==> config.mk <==
export PLATFORM = sky130hd
export DESIGN_NAME = cmp_seq
export DESIGN_NICKNAME = d
export VERILOG_FILES = /design/src/rtl/cmp_seq.sv
export SDC_FILE = /design/constraint.sdc
export NUM_CORES = 1
export LEC_CHECK = 0
export CORE_MARGIN = 1
export CORE_UTILIZATION = 43
export DETAILED_ROUTE_END_ITERATION = 6
export PLACE_DENSITY_LB_ADDON = 0.05
export SETUP_SLACK_MARGIN = 0.1
export SLEW_MARGIN = 20
export SYNTH_ARGS = -nofsm -noshare
export SYNTH_HDL_FRONTEND = slang
export SYNTH_SLANG_ARGS = --single-unit
export TNS_END_PERCENT = 20
==> constraint.sdc <==
create_clock -name i_clk -period 3 [get_ports i_clk]
set_clock_uncertainty 0.15 [all_clocks]
set_input_delay 0.6 -clock i_clk [delete_from_list [all_inputs] [get_ports i_clk]]
set_output_delay 0.6 -clock i_clk [all_outputs]
set_load 0.02 [all_outputs]
==> src/rtl/cmp_seq.sv <==
// cmp_seq: multi-cycle compare unit, one CHUNK-bit slice per cycle, MSB slice first with early exit
module cmp_seq #(
    parameter int WIDTH = 32,
    parameter int CHUNK = 8
) (
    input  logic             i_clk,
    input  logic             i_rst_n,
    input  logic             i_valid,
    output logic             o_ready,
    input  logic [WIDTH-1:0] i_a,
    input  logic [WIDTH-1:0] i_b,
    input  logic [2:0]       i_op,
    input  logic             i_flush,
    output logic             o_valid,
    input  logic             i_ready,
    output logic [WIDTH-1:0] o_result
);
    localparam int NCHUNK = WIDTH / CHUNK;
    localparam int IW = (NCHUNK > 1) ? $clog2(NCHUNK) : 1;

    if (WIDTH % CHUNK != 0) begin : g_bad_chunk
        $error("cmp_seq: WIDTH must be a multiple of CHUNK");
    end

    typedef enum logic [1:0] {IDLE, SCAN, DONE} state_t;

    state_t           state_q, state_d;
    logic [IW-1:0]    idx_q, idx_d;
    logic [WIDTH-1:0] a_q, a_d, b_q, b_d;
    logic [2:0]       op_q, op_d;
    logic             valid_q, valid_d, res_q, res_d;
    logic [CHUNK-1:0] a_sl, b_sl;
    logic [WIDTH-1:0] msb, bias;
    logic             differ, eq, lt, res_calc;

    if (NCHUNK == 1) begin : g_one
        assign a_sl = a_q[CHUNK-1:0];
        assign b_sl = b_q[CHUNK-1:0];
    end else begin : g_many
        logic [NCHUNK-1:0][CHUNK-1:0] a_v, b_v;
        assign a_v  = a_q;
        assign b_v  = b_q;
        assign a_sl = a_v[idx_q];
        assign b_sl = b_v[idx_q];
    end

    // Flipping the sign bit maps signed order onto unsigned order
    assign msb      = {1'b1, {(WIDTH-1){1'b0}}};
    assign bias     = (i_op[2:1] == 2'b10) ? msb : '0;
    assign differ   = a_sl != b_sl;
    assign eq       = ~differ;
    assign lt       = a_sl < b_sl;
    assign res_calc = (op_q == 3'b000) ? eq :
                      (op_q == 3'b001) ? ~eq :
                      (op_q[2] & ~op_q[0]) ? lt :
                      (op_q[2] & op_q[0]) ? ~lt : 1'b0;

    always_comb begin
        state_d = state_q;
        idx_d   = idx_q;
        a_d     = a_q;
        b_d     = b_q;
        op_d    = op_q;
        valid_d = valid_q;
        res_d   = res_q;
        case (state_q)
            IDLE: if (!i_flush && i_valid) begin
                a_d     = i_a ^ bias;
                b_d     = i_b ^ bias;
                op_d    = i_op;
                idx_d   = IW'(NCHUNK - 1);
                state_d = SCAN;
            end
            SCAN: if (i_flush) begin
                state_d = IDLE;
                valid_d = 1'b0;
                res_d   = 1'b0;
            end else if (differ || idx_q == '0) begin
                res_d   = res_calc;
                valid_d = 1'b1;
                state_d = DONE;
            end else begin
                idx_d = idx_q - IW'(1);
            end
            DONE: if (i_flush || i_ready) begin
                state_d = IDLE;
                valid_d = 1'b0;
                res_d   = 1'b0;
            end
            default: state_d = IDLE;
        endcase
    end

    always_ff @(posedge i_clk or negedge i_rst_n) begin
        if (!i_rst_n) begin
            state_q <= IDLE;
            idx_q   <= '0;
            a_q     <= '0;
            b_q     <= '0;
            op_q    <= '0;
            valid_q <= 1'b0;
            res_q   <= 1'b0;
        end else begin
            state_q <= state_d;
            idx_q   <= idx_d;
            a_q     <= a_d;
            b_q     <= b_d;
            op_q    <= op_d;
            valid_q <= valid_d;
            res_q   <= res_d;
        end
    end

    assign o_ready  = state_q == IDLE;
    assign o_valid  = valid_q;
    assign o_result = {{(WIDTH-1){1'b0}}, res_q};
endmodule

==> qor.txt <==
Chip width - 94.2 um
Pre-Repair DR Iteration Count - 4
Layout area overhead - 28.6%
Final period utilization - 94.2%
Vias in the first global route - 2,262
Maximum root-to-sink buffer count - 2
Achievable Freq - 354 MHz
Dpl hpwl - 4.70 mm
Pin count of the biggest net entering global routing - 74
Final Hold Viols - 0
Routed via count - 2,231
Inserted Clock Buffers - 9
Max FO, Critical Path - 8
DRC marker count from the first detailed-route iteration - 35
DP Worst Slack - 0.0901 ns
Die ar. - 8880 um^2
Worst-path clk slew - 0.08 ns
Max Slew Vio Count - 0
Initial core utilization - 44.5%
Worst setup margin - 0.175 ns
Rows - 33
Post-Synth XOR/XNOR Area - 0.479%
# diodes - 0
Total core area - 8220 um^2
Main combinational cell family by area after synthesis - multiplexers
Final WL - 6.77 mm
DRC violations left - 0
Post-synthesis simple-gate area fraction - 4.14%
CP arrival - 2.95 ns
Aggregate global routing overflow - 0
MaxCap Viol Count - 0
Via/cell ratio - 4.90
Critical Path Max Stage Delay - 0.52 ns
Power density cells - 587 nW/um^2
Share of cells above drive strength 1 - 32.3%
First-pass GRT wire length - 11.3 mm
Unrepaired setup endpoints after global routing - yes
LEAKAGE - 2.01 nW
Multiplexer share of the synthesized area - 29.9%
Initial antenna violation count - 0
CP required - 3.13 ns
Syn Area/Cell - 14.0 um^2
Relative slew slack - 39.3%
Worst setup EP type - flop
Setup slack, reg-to-reg - 0.17 ns
WL/cell - 14.9 um
All-Layer GR Usage - 17.0%
FF+latch count, synth - 73
Clk_lat worst skew - 0.34 ns
GPL Wtd Cong - 0.775
Sink Count - 73
Post-route setup TNS - 0 ns
VDD IR max - 0.258 mV
# IOs - 106
Number of nets in the layout - 426
Synth Area in Adders - 3.08%
Total Power - 2.76 mW
Finish-stage setup viols - 0
YS warnings - 0
Synth Area in Compound Gates - 3.22%
Critical Path Source Type - flop
Die Y - 94.2 um
Dpl cells - 434
Synthesized area - 3660 um^2
Post-route antenna net violation count - 0
CTS tree - built
H-tree level count - 3
Synth Instances - 262
Cell variety after synth - 30
Critical path class - reg2reg
Hold WS - 0.229 ns
Buffer type at the clock tree root - clkbuf_8
Commonest non-fill, non-tap cell in the layout - clkdlybuf4s50_1
Status - completed
Slowest cell on crit path - mux4_2
Period minus WS final - 2.83 ns
Worst hold path type - in2async
Port bufs - 74
Final Non-Filler Cells - 455
Register area share after synthesis - 50.0%
Most frequent cells in the layout - clkdlybuf4s50_1 (73), dfrtp_1 (72), mux2_2 (59), conb_1 (31), mux4_2 (16)
Critical-path cell list - buf_12, mux4_2, ha_1, a21oi_1, a21oi_2, or4b_1, a311oi_2, a21o_1
Worst slew pin tran - 0.911 ns
[worst paths after layout]
path                             to  cells after the start      from
setup / recovery              res_q                      8  idx_q[0]
hold / removal              a_q[19]                      1   i_rst_n
setup reg to reg              res_q                      8  idx_q[0]
hold reg to reg             a_q[28]                      1   a_q[28]
max in group asynchronous  idx_q[0]                      1   i_rst_n
min in group i_clk          a_q[28]                      1   a_q[28]
[state kept, by name, summed over array words and instances, names as in the netlist]
signal   flops
idx_q        2
b_q         32
a_q         32
res_q        1
state_q      2
o_valid      1
op_q         3
[power breakdown]
group | internal [mW] | leakage (nW) | switching [mW] | total (mW)
logic | 0.427 | 1.06 | 0.270 | 0.698
registers | 1.19 | 0.856 | 0.115 | 1.31
clock network | 0.382 | 0.0912 | 0.371 | 0.753
[synth_stat cells, drive strengths merged]
cell	count	area share, %
dfrtp	73	50
mux2	65	20
buf	41	7.8
mux4	16	9.9
inv	11	1.1
a21oi	10	1.4
ha	9	3.1
nor2	8	0.82
nor2b	3	0.72
o21ai	3	0.41
a21o	2	0.41
clkbuf	2	0.21
nand2	2	0.21
nand4	2	0.34
nor3	2	0.27
o211ai	2	0.55
or2	2	0.34
xnor2	2	0.48
a211o	1	0.24
a311oi	1	0.24
conb	1	0.10
nand2b	1	0.17
nor4	1	0.58
nor4b	1	0.41
or4b	1	0.27
[layout make-up]
type                            instances  area [um^2]
Clock buffer                            9          124
Fill cell                             701         3520
Clock inverter                          7         71.3
Tap cell                              105          131
Inverter                               11         41.3
Sequential cell                        73         1830
Multi-Input combinational cell        165         1640
Timing Repair Buffer                   85          863
[worst max-delay path: cells and delay by family (launching register included)]
kind,cells,cell delay (ns)
mux,1,0.52
flops,1,0.43
compound gates,4,0.67
simple gates,1,0.49
fa+ha+maj,1,0.35
buf+inv,1,0.15
[per-stage QoR]
stage               area (um^2)  util (%)
floorplan                  3770         -
global placement           4420      53.8
detailed placement         4420      53.8
CTS                        4650      56.6
global route               4700      57.2
finish                     4700      57.2
[what timing repair did]
action	4_1_cts	5_1_grt
hold buffers	0	0
gates cloned	0	1
endpoints found under the setup margin	1	4
setup buffers	4	0
pin swaps	0	1
gates resized for setup	0	5
[per-layer routing]
layer / up-vias / track usage, % / wire length (um) / share of wire, %
met1: 1123 / 22.4 / 2970 / 44
met5: - / 0 / 0 / 0
met3: 7 / 2.83 / 250 / 3.7
li1: 1038 / - / - / -
met4: 0 / 6.92 / 67 / 0.99
met2: 63 / 27.9 / 3470 / 51
[kinds of logic after synthesis]
group / count (synthesis)
adders and majority gates: 9
and+or+nand+nor: 23
DFF: 73
xor gates and xnor gates: 2
buffers and inverters: 54
AOI/OAI and AO/OA: 19
muxes: 81
other: 1
No activity file was read; power rests on OpenSTA's default activity.
